**src/rtl/s_mem_arbiter.sv**
```systemverilog
// Round-robin, lock-on-hold arbiter sharing the single-port RC4 S-memory among the phase FSMs.
// Grant one edge after req; read reply RD_LAT cycles after the address; non-owners simply wait on req.
module s_mem_arbiter #(
    parameter int N_REQ  = 3,
    parameter int ADDR_W = 8,
    parameter int DATA_W = 8,
    parameter int RD_LAT = 2
) (
    input  logic                    clk,
    input  logic                    rst_n,
    input  logic [N_REQ-1:0]        req,
    input  logic [N_REQ*ADDR_W-1:0] req_address,
    input  logic [N_REQ*DATA_W-1:0] req_data,
    input  logic [N_REQ-1:0]        req_wren,
    output logic [N_REQ-1:0]        gnt,
    output logic [N_REQ-1:0]        rd_valid,
    output logic [DATA_W-1:0]       rd_data,
    output logic [ADDR_W-1:0]       mem_address,
    output logic [DATA_W-1:0]       mem_data,
    output logic                    mem_wren,
    input  logic [DATA_W-1:0]       mem_q,
    output logic                    busy,
    output logic                    proto_err
);
    localparam int OW_W = (N_REQ > 1) ? $clog2(N_REQ) : 1;

    typedef enum logic {ST_IDLE, ST_OWN} state_t;

    state_t            r_state;
    logic [OW_W-1:0]   r_owner;
    logic [OW_W-1:0]   r_last_owner;
    logic [N_REQ-1:0]  r_gnt;
    logic              r_proto_err;
    logic [RD_LAT-1:0] r_pipe_vld;
    logic [OW_W-1:0]   r_pipe_tag [RD_LAT];

    logic              w_found;
    logic [OW_W-1:0]   w_winner;
    logic [OW_W-1:0]   w_idx;
    logic              w_own_req;
    logic              w_rd_issue;
    logic [ADDR_W-1:0] w_own_addr;
    logic [DATA_W-1:0] w_own_data;

    // Search starts just after the previous owner so every requester gets a turn.
    always_comb begin
        w_found  = 1'b0;
        w_winner = '0;
        w_idx    = '0;
        for (int k = 1; k <= N_REQ; k++) begin
            w_idx = OW_W'((int'(r_last_owner) + k) % N_REQ);
            if (!w_found && req[w_idx]) begin
                w_found  = 1'b1;
                w_winner = w_idx;
            end
        end
    end

    assign w_own_addr = req_address[int'(r_owner) * ADDR_W +: ADDR_W];
    assign w_own_data = req_data[int'(r_owner) * DATA_W +: DATA_W];
    assign w_own_req  = (r_state == ST_OWN) && req[r_owner];
    assign w_rd_issue = w_own_req && !req_wren[r_owner];

    assign mem_wren    = w_own_req && req_wren[r_owner];
    assign mem_address = (r_state == ST_OWN) ? w_own_addr : '0;
    assign mem_data    = (r_state == ST_OWN) ? w_own_data : '0;

    always_ff @(posedge clk or negedge rst_n) begin
        if (!rst_n) begin
            r_state      <= ST_IDLE;
            r_owner      <= '0;
            r_last_owner <= OW_W'(N_REQ - 1);
            r_gnt        <= '0;
        end else begin
            case (r_state)
                ST_IDLE: begin
                    if (w_found) begin
                        r_gnt        <= N_REQ'(1) << w_winner;
                        r_owner      <= w_winner;
                        r_last_owner <= w_winner;
                        r_state      <= ST_OWN;
                    end
                end
                ST_OWN: begin
                    if (!req[r_owner]) begin
                        r_gnt   <= '0;
                        r_state <= ST_IDLE;
                    end
                end
                default: begin
                    r_gnt   <= '0;
                    r_state <= ST_IDLE;
                end
            endcase
        end
    end

    // A write attempted without the grant never reaches the RAM but is remembered.
    always_ff @(posedge clk or negedge rst_n) begin
        if (!rst_n) begin
            r_proto_err <= 1'b0;
        end else if (|(req_wren & ~r_gnt)) begin
            r_proto_err <= 1'b1;
        end
    end

    // Tags follow each read through the RAM latency so replies reach the issuer after handover.
    always_ff @(posedge clk or negedge rst_n) begin
        if (!rst_n) begin
            r_pipe_vld <= '0;
            for (int s = 0; s < RD_LAT; s++) begin
                r_pipe_tag[s] <= '0;
            end
        end else begin
            r_pipe_vld[0] <= w_rd_issue;
            r_pipe_tag[0] <= r_owner;
            for (int s = 1; s < RD_LAT; s++) begin
                r_pipe_vld[s] <= r_pipe_vld[s-1];
                r_pipe_tag[s] <= r_pipe_tag[s-1];
            end
        end
    end

    always_comb begin
        rd_valid = '0;
        rd_data  = '0;
        if (r_pipe_vld[RD_LAT-1]) begin
            rd_valid[r_pipe_tag[RD_LAT-1]] = 1'b1;
            rd_data                        = mem_q;
        end
    end

    assign gnt       = r_gnt;
    assign busy      = |r_gnt;
    assign proto_err = r_proto_err;

endmodule

```
**config.mk**
```make
export PLATFORM = sky130hd
export DESIGN_NAME = s_mem_arbiter
export DESIGN_NICKNAME = d
export VERILOG_FILES = /design/src/rtl/s_mem_arbiter.sv
export SDC_FILE = /design/constraint.sdc
export NUM_CORES = 1
export LEC_CHECK = 0
export CAP_MARGIN = 20
export CORE_AREA = 5 5 67 69
export DETAILED_ROUTE_END_ITERATION = 16
export DIE_AREA = 0 0 72 74
export PLACE_DENSITY_LB_ADDON = 0.08
export SYNTH_ARGS = -nofsm -noshare
export SYNTH_HDL_FRONTEND = slang
export SYNTH_SLANG_ARGS = --single-unit
```
**constraint.sdc**
```tcl
create_clock -name clk -period 3.24 [get_ports clk]
set_clock_uncertainty 0.05 [all_clocks]
set_input_delay 0.972 -clock clk [delete_from_list [all_inputs] [get_ports clk]]
set_output_delay 0.972 -clock clk [all_outputs]
set_load 0.02 [all_outputs]
```
==> results of run 1 <==
==> metrics by stage <==
step	setup slack (ps)	util	power, µW	hold slack, ps
6_report	76.9	0.601	1750	297
5_1_grt	8.27	0.601	1900	325
4_1_cts	20.5	0.598	1760	299
3_5_place_dp	-422	0.593	1690	290
3_3_place_gp	-443	0.593	1680	282
2_1_floorplan	626	-	1170	281
==> worst paths after layout <==
check                           cells after the start             to
worst max register to register                      8     r_owner[0]
worst min register to register                      0  r_pipe_vld[1]
min in group asynchronous                           1         gnt[2]
max in group asynchronous                           1  r_pipe_tag[1]
worst max-delay path                                3     rd_data[1]
worst min-delay path                                0  r_pipe_vld[1]
==> worst register-to-register path, cell delays in order, from the launching register on <==
cell,delay [ps]
dfrtp_1,340
buf_4,250
inv_1,70
ha_1,310
a22oi_1,170
a21oi_1,120
or4_4,550
nor2b_4,160
mux2_4,280
==> sequential cells by signal, summed over array words and instances, names as in the netlist <==
signal and cells:
gnt 3, proto_err 1, r_last_owner 1, r_owner 2
r_pipe_tag 4, r_pipe_vld 2, r_state 1
==> cells by family (layout without fill, tap and decap cells) <==
logic type,Yosys count,after routing
AND/OR/NAND/NOR,64,64
flip-flops,14,14
AO/OA/AOI/OAI,39,39
adder cells (fa/ha/maj),3,3
multiplexers,20,20
buffers and inverters,15,112
==> metal layers <==
metal  wire length [µm]  vias to the layer above  track usage
met3                378                        4       0.0338
met2               2010                       67        0.269
met4                 42                        0       0.0501
met1               1640                      629        0.176
met5                  0                        -            0
li1                   -                      729            -
==> area by class of cell <==
| cell class | count | area (µm²) | share of cell area |
|---|---|---|---|
| tap | 50 | 62.6 | 0.0270 |
| inverter | 5 | 18.8 | 0.00809 |
| sequential | 14 | 352 | 0.152 |
| clock buffer | 4 | 45.0 | 0.0194 |
| timing repair buffer | 103 | 997 | 0.430 |
| multi-input combinational | 126 | 843 | 0.364 |
==> cells in the final DEF (no fill, tap or decap), types with 3 or more instances in the layout <==
| cell | instances |
|---|---|
| inv_1 | 5 |
| nand2b_1 | 5 |
| clkbuf_8 | 3 |
| buf_4 | 7 |
| clkdlybuf4s50_1 | 77 |
| o21ai_0 | 16 |
| and2_1 | 24 |
| dlygate4sd2_1 | 14 |
| a21oi_1 | 5 |
| nand2_1 | 21 |
| dfrtp_1 | 13 |
| mux2i_1 | 19 |
| nor2_1 | 4 |
| ha_1 | 3 |
==> timing repair <==
| action | 4_1_cts | 5_1_grt |
|---|---|---|
| buffers inserted | 0 | 0 |
| gates resized for setup | 20 | 8 |
| hold buffers | 0 | 0 |
| setup endpoints to repair | 17 | 3 |
| pin swaps | 0 | 2 |
==> power by group through the flow <==
stage          combinational, µW  clock (µW)  sequential [µW]
6_report                    1270         146              329
5_1_grt                     1390         159              351
4_1_cts                     1280         150              332
3_5_place_dp                1350           0              335
3_3_place_gp                1350           0              331
2_1_floorplan                846           0              319
==> metrics.yaml, run 1 <==
status: "finished, final reports clean"
yosysTopAreaCell: "dfrtp_1"
syn_area_um2: 1260
synth-adder-area-share: 0.0298
fin_crit_ps: 3160
start_util: 0.326
synth_mux_area_frac: 0.163
final_max_slew_viol_count: 0
clock_latency_ps: 240
first_iter_violations: 22
r2r-start: "r_owner[0]"
areaGrowthSynthToFinish_pct: 84.2
viasPerCell: 4.73
p_sw_uw: 785
power_density_nw_per_um2: 754
synth_top_area_frac: 0.258
synthCells: 155
num_rows: 23
final_area_um2: 2320
htreeDepth: 1
slowest_stage: "clkdlybuf4s50_1"
rsz0062_at_grt: "false"
via_count: 1429
regToRegSetupSlack_ps: 830
drt_wl_total_um: 4070
instances_no_fill: 302
relSlewSlack: 0.591
cts_tree: "built"
numPlacedInstances: 298
crit_top_cell: "clkdlybuf4s50_1"
seqPwrFrac: 0.188
synth_compound_area_frac: 0.196
netSwitchingFraction: 0.449
track_usage: 0.149
grt_pass1_vias: 1383
cts_buffers: 3
synthTopCellsByCount: "24 x and2_1, 21 x nand2_1, 19 x mux2i_1, 16 x o21ai_0, 13 x dfrtp_1"
die_width_um: 72
cts-root-buf: "clkbuf_8"
crit_type: "in -> out"
first_pass_iters: 4
dp_hpwl_um: 3240
period_share: 0.976
hp-start: "r_pipe_vld[0]"
ant_nets: 0
worst_setup_path_end_kind: "output port"
core_um2: 3860
antenna_found_initial: 0
cp.buffers_inverters: 2
p_comb_frac: 0.728
wl_per_cell_um: 13.5
drive_gt1_frac: 0.0675
die_height_um: 74
arrival_ps: 2140
drc: 0
cp.required_ps: 2220
dieArea_um2: 5330
leakage_uw: 0.00105
cp_max_fo: 1
io-pin-count: 97
cap_violations: 0
cts_sinks: 14
avgSynthCellArea_um2: 8.12
port_buffers: 96
yosys_warnings: 0
finalSetupViolCount: 0
nets: 320
antennaDiodeCount: 0
gp_congestion: 0.793
ys_types: 37
synthArstFlopShare: 1.00
grt_pass1_wl_um: 6400
synth-edff-count: 0
overflow: 0
cp_top_family: "buffers and inverters"
synth.most_common_cell: "and2_1"
syn-num-nets: 222
synth-xor-area-share: 0
yosys-top-cells-area: "dfrtp_1 26%, mux2i_1 15%, and2_1 12%"
pwr-share-clk: 0.083
crit_path_start_kind: "input pin"
num-fill-cells: 384
grt_start_max_net_pins: 25
place_area_um2: 2290
synth_seq_cells: 14
fin_setup_tns_ps: 0
clockBufferDepth: 2
hold_viol: 0
peakVddDrop_mv: 0.439
synth_flop_cell: "dfrtp_1"
cpPeakStageDelay_ps: 600
crit_start: "mem_q[1]"
ys_seq_area_frac: 0.279
min_path_type: "reg -> reg"
cts.clk_slew.worst_paths_ps: 60
power.internal_uw: 964
fmax_mhz: 316
synthSimpleGateAreaFrac: 0.279
path_cells: "clkdlybuf4s50_1 > and2_1 > clkdlybuf4s50_1"
synth_top_family_by_area: "simple AND/OR/NAND/NOR gates"
tightest_slew_ps: 611
(Power assumes the default switching activity.)
==> run 2: changes to the inputs <==
Settings changed: MAX_ROUTING_LAYER set to met4, RECOVER_POWER set to 100.
==> run 2 against run 1 <==
Compared with the run above:
- sequential share of layout area is 0.13 points higher
- hold slack about the same
- non-clock buffer count stayed put
- clock power barely moved
- count of clock-buffer cells in the layout unchanged
- critical endpoint unchanged
- largest cell class unchanged
==> metrics.yaml, run 2 (synthesis results as in run 1) <==
start_util: 0.326  # unchanged
fin_util: 0.596  # -0.00519
r2r-start: "r_owner[0]"
seqCellArea_um2: 352  # unchanged
overflow: 0  # unchanged
cts-root-buf: "clkbuf_8"
wl_met2_um: 2010  # -0.15%
power_density_nw_per_um2: 739  # -2.0%
final_area_um2: 2300  # -0.86%
netSwitchingFraction: 0.457  # +0.00861
cp_max_fo: 1  # unchanged
pwr-share-clk: 0.086  # +0.003
port_buffers: 96  # unchanged
antennaDiodeCount: 0  # unchanged
ant_nets: 0  # unchanged
first_iter_violations: 23  # +4.5%
crit_path_start_kind: "input pin"
rsz0062_at_grt: "false"
top_layer: "met4"
multi_input_area_um2: 833  # -1.2%
hold_viol: 0  # unchanged
cts_tree: "built"
clock_latency_ps: 240  # about the same
fin_crit_ps: 3160  # +0.0795 ps
grt_start_max_net_pins: 25  # unchanged
io-pin-count: 97  # unchanged
wl_per_cell_um: 13.4  # -0.61%
relSlewSlack: 0.588  # -0.00339
cts_sinks: 14  # unchanged
cts.clk_slew.worst_paths_ps: 60  # about the same
dp_hpwl_um: 3240  # unchanged
status: "finished, final reports clean"
hold_path_depth: 0  # unchanged
largest_reg_flops: 4  # unchanged
place_area_um2: 2290  # unchanged
drt_wl_total_um: 4050  # -0.61%
min_path_type: "reg -> reg"
fin_setup_tns_ps: 0  # unchanged
layout_commonest_cell: "clkdlybuf4s50_1"
leakage_uw: 0.00104  # -1.1%
antenna_found_initial: 0  # unchanged
arrival_ps: 2140  # about the same
gp_congestion: 0.805  # +1.4%
tightest_slew_ps: 616  # +4.97 ps
seqPwrFrac: 0.194  # +0.006
clockBufferDepth: 2  # unchanged
die_height_um: 74  # unchanged
die_width_um: 72  # unchanged
grt_pass1_vias: 1386  # +0.22%
final_max_slew_viol_count: 0  # unchanged
num-fill-cells: 389  # +1.3%
num_rows: 23  # unchanged
drive_gt1_frac: 0.0595  # -0.00794
first_pass_iters: 4  # unchanged
finalSetupViolCount: 0  # unchanged
regToRegSetupSlack_ps: 620  # -210 ps
htreeDepth: 1  # unchanged
drc: 0  # unchanged
drt-met1-wl_um: 1640  # -0.12%
wl_met3_um: 357  # -5.6%
fmax_mhz: 316  # about the same
peakVddDrop_mv: 0.422  # -3.8%
hp-start: "r_pipe_vld[0]"
cts_buffers: 3  # unchanged
crit_type: "in -> out"
reg2reg_depth: 8  # unchanged
power_uw: 1700  # -2.8%
top_register: "r_pipe_tag"
track_usage: 0.154  # +0.00444
nets: 320  # unchanged
p_comb_frac: 0.720  # -0.008
dieArea_um2: 5330  # unchanged
whs_endpoint: "r_pipe_vld[1]"
final_cell_mix: "66 x clkdlybuf4s50_1, 21 x nand2_1, 19 x mux2i_1, 17 x o21ai_0, 16 x and2_0"
core_um2: 3860  # unchanged
p_sw_uw: 777  # -0.97%
grt_pass1_wl_um: 6380  # -0.22%
viasPerCell: 4.73  # unchanged
areaGrowthSynthToFinish_pct: 82.6
post_cts_buffers: 0  # unchanged
period_share: 0.976  # about the same
cp.required_ps: 2220  # about the same
via_count: 1429  # unchanged
worst_setup_path_end_kind: "output port"
cap_violations: 0  # unchanged
timing.rr.end: "r_owner[0]"
power.internal_uw: 922  # -4.4%
[run 2: changes by cell type in the layout (fill, tap and decap cells not counted), sizes merged]
| cell | previous run | this run |
|---|---|---|
| clkdlybuf4s50 | 77 | 66 |
| dlygate4sd3 | 0 | 11 |
| buf | 8 | 6 |
| clkbuf | 5 | 7 |
[run 2: worst max-delay path, stage by stage]
cell	delay [ps]
clkdlybuf4s50_1	450
and2_1	110
clkdlybuf4s50_1	600
[run 2: routing by layer]
layer,vias to the layer above,GRT usage
li1,729,-
met1,633,0.177
met2,63,0.269
met3,4,0.0311
met4,0,0.0501
met5,-,-
[run 2: how the worst max path moves through the flow]
stage	startpoint	endpoint	slack, ps	depth (start not counted)
6_report	mem_q[1]	rd_data[1]	80	3
3_3_place_gp	req[0]	mem_wren	-440	6
5_1_grt	mem_q[1]	rd_data[1]	8	3
4_1_cts	req[0]	mem_wren	20	6
3_5_place_dp	req[0]	mem_wren	-420	6
2_1_floorplan	req[2]	mem_wren	630	4
[run 2: layout make-up]
cell class	instances	area share
Tap cell	50	0.0272
Multi-Input combinational cell	126	0.363
Clock buffer	4	0.0196
Timing Repair Buffer	103	0.430
Inverter	5	0.00817
Sequential cell	14	0.153
[run 2: power groups by stage]
stage               Clock [µW]  Sequential [µW]  Combinational, µW
global placement             0              331               1350
floorplan                    0              319                846
global route               159              351               1340
CTS                        150              332               1280
finish                     146              330               1220
detailed placement           0              335               1350
[run 2: repair_timing]
| action | 4_1_cts | 5_1_grt |
|---|---|---|
| hold buffers | 0 | 0 |
| setup endpoints to repair | 17 | 3 |
| pin swaps | 0 | 2 |
| gates resized for setup | 20 | 8 |
[run 2: per-stage QoR]
step / instances / hold slack, ps / setup WS, ps
2_1_floorplan: 155 / 281 / 626
3_3_place_gp: 298 / 282 / -443
3_5_place_dp: 298 / 290 / -422
4_1_cts: 302 / 299 / 20.5
5_1_grt: 302 / 325 / 8.24
6_report: 302 / 297 / 76.9
==> run 3: changes to the inputs <==
Settings changed: SKIP_LAST_GASP set to 1.
==> run 3 against run 2 <==
Compared with the run above:
- global-route usage did not move
- cell area fell by 0.11%
- via count fell by 0.35%
- power rose by 0.42%
- utilization fell by 0.065 points
- first-iteration DRC count fell by 4.3%
- sequential power barely moved
- non-clock buffer count did not move
- fmax barely moved
- hold slack did not move
- sequential share of layout area barely moved
- critical endpoint is now rd_data[4]
==> metrics.yaml, run 3 (synthesis results as in run 1) <==
arrival_ps: 2140  # about the same
wl_per_cell_um: 13.4  # -0.27%
crit_path_start_kind: "input pin"
power_density_nw_per_um2: 743  # +0.53%
place_area_um2: 2290  # unchanged
final_cell_mix: "69 x clkdlybuf4s50_1, 21 x nand2_1, 19 x mux2i_1, 18 x and2_1, 16 x o21ai_0"
status: "finished, final reports clean"
fmax_mhz: 316  # about the same
overflow: 0  # unchanged
die_width_um: 72  # unchanged
post_cts_buffers: 0  # unchanged
power_uw: 1710  # +0.42%
largest_reg_flops: 4  # unchanged
num_rows: 23  # unchanged
slowest_stage: "clkdlybuf4s50_1"
port_buffers: 96  # unchanged
drive_gt1_frac: 0.0595  # unchanged
viasPerCell: 4.72  # -0.35%
instances_no_fill: 302  # unchanged
top_register: "r_pipe_tag"
cts_tree: "built"
dieArea_um2: 5330  # unchanged
first_iter_violations: 22  # -4.3%
final_max_slew_viol_count: 0  # unchanged
first_pass_iters: 4  # unchanged
finalSetupViolCount: 0  # unchanged
cp.required_ps: 2220  # about the same
power.internal_uw: 931  # +0.97%
min_path_type: "reg -> reg"
peakVddDrop_mv: 0.423  # +0.26%
grt_pass1_vias: 1386  # unchanged
gp_congestion: 0.805  # unchanged
cts-root-buf: "clkbuf_8"
rsz0062_at_grt: "true"
track_usage: 0.154  # unchanged
cpPeakStageDelay_ps: 590  # about the same
netSwitchingFraction: 0.454  # -0.00301
cp_max_fo: 1  # unchanged
cts.clk_slew.worst_paths_ps: 60  # about the same
antennaDiodeCount: 0  # unchanged
p_sw_uw: 775  # -0.24%
htreeDepth: 1  # unchanged
cts_sinks: 14  # unchanged
final_area_um2: 2300  # -0.11%
drt_wl_total_um: 4040  # -0.27%
relSlewSlack: 0.588  # about the same
drc: 0  # unchanged
die_height_um: 74  # unchanged
path_cells: "clkdlybuf4s50_1 > and2_0 > clkdlybuf4s50_1"
clock_latency_ps: 240  # about the same
p_comb_frac: 0.722  # +0.002
fin_crit_ps: 3160  # +1.55 ps
grt_pass1_wl_um: 6380  # unchanged
numPlacedInstances: 298  # unchanged
core_um2: 3860  # unchanged
cts_hold_buffers: 0  # unchanged
nets: 320  # unchanged
cap_violations: 0  # unchanged
tightest_slew_ps: 616  # -0.00882 ps
cts_buffers: 3  # unchanged
dp_hpwl_um: 3240  # unchanged
grt_start_max_net_pins: 25  # unchanged
io-pin-count: 97  # unchanged
areaGrowthSynthToFinish_pct: 82.4
layout_commonest_cell: "clkdlybuf4s50_1"
pwr-share-clk: 0.085  # about the same
fin_setup_tns_ps: 0  # unchanged
crit_top_cell: "clkdlybuf4s50_1"
period_share: 0.977  # about the same
leakage_uw: 0.00103  # -0.96%
clockBufferDepth: 2  # unchanged
hold_viol: 0  # unchanged
ant_nets: 0  # unchanged
start_util: 0.326  # unchanged
via_count: 1424  # -0.35%
crit_type: "in -> out"
worst_setup_path_end_kind: "output port"
seqPwrFrac: 0.193  # about the same
antenna_found_initial: 0  # unchanged
## run 3: layout make-up
class,instances,area (µm²)
Inverter,5,18.8
Tap cell,50,62.6
Sequential cell,14,352
Clock buffer,4,45.0
Multi-Input combinational cell,126,833
Fill cell,388,1560
Timing Repair Buffer,103,985
## run 3: path summary, 6_finish.rpt
kind	startpoint	endpoint	slack (ps)	cells after the start
min in group asynchronous	rst_n	gnt[2]	1130	1
min	r_pipe_vld[0]	r_pipe_vld[1]	300	0
min reg2reg	r_pipe_vld[0]	r_pipe_vld[1]	300	0
max in group asynchronous	rst_n	r_pipe_tag[1]	1610	1
max reg2reg	r_owner[0]	r_owner[0]	610	8
max	mem_q[4]	rd_data[4]	80	3
## run 3: what timing repair did
action / CTS / global route
setup endpoints to repair: 17 / 3
resized for setup: 17 / 8
pin swaps: 0 / 2
## run 3: stage by stage
step / setup slack (ps) / hold WS, ps / utilization
2_1_floorplan: 626 / 281 / -
3_3_place_gp: -443 / 282 / 0.593
3_5_place_dp: -422 / 290 / 0.593
4_1_cts: -148 / 299 / 0.599
5_1_grt: -34.5 / 325 / 0.595
6_report: 75.3 / 297 / 0.595
## run 3: worst max-delay path: cells and delay by family
| family | cells | cell delay, ps |
|---|---|---|
| buffers and inverters | 2 | 1050 |
| and+or+nand+nor | 1 | 120 |
## run 3: per-layer routing
metal | wire, µm | track usage | vias up
met5 | 0 | - | -
met4 | 42 | 0.0501 | 0
met3 | 353 | 0.0311 | 4
met2 | 2000 | 0.269 | 65
li1 | - | - | 729
met1 | 1640 | 0.177 | 626
## run 3: power groups by stage
stage / combinational [µW] / clock [µW] / sequential (µW)
final: 1230 / 146 / 329
after global routing: 1350 / 159 / 350
after CTS: 1280 / 150 / 332
after detailed placement: 1350 / 0 / 335
after global placement: 1350 / 0 / 331
after floorplan: 846 / 0 / 319
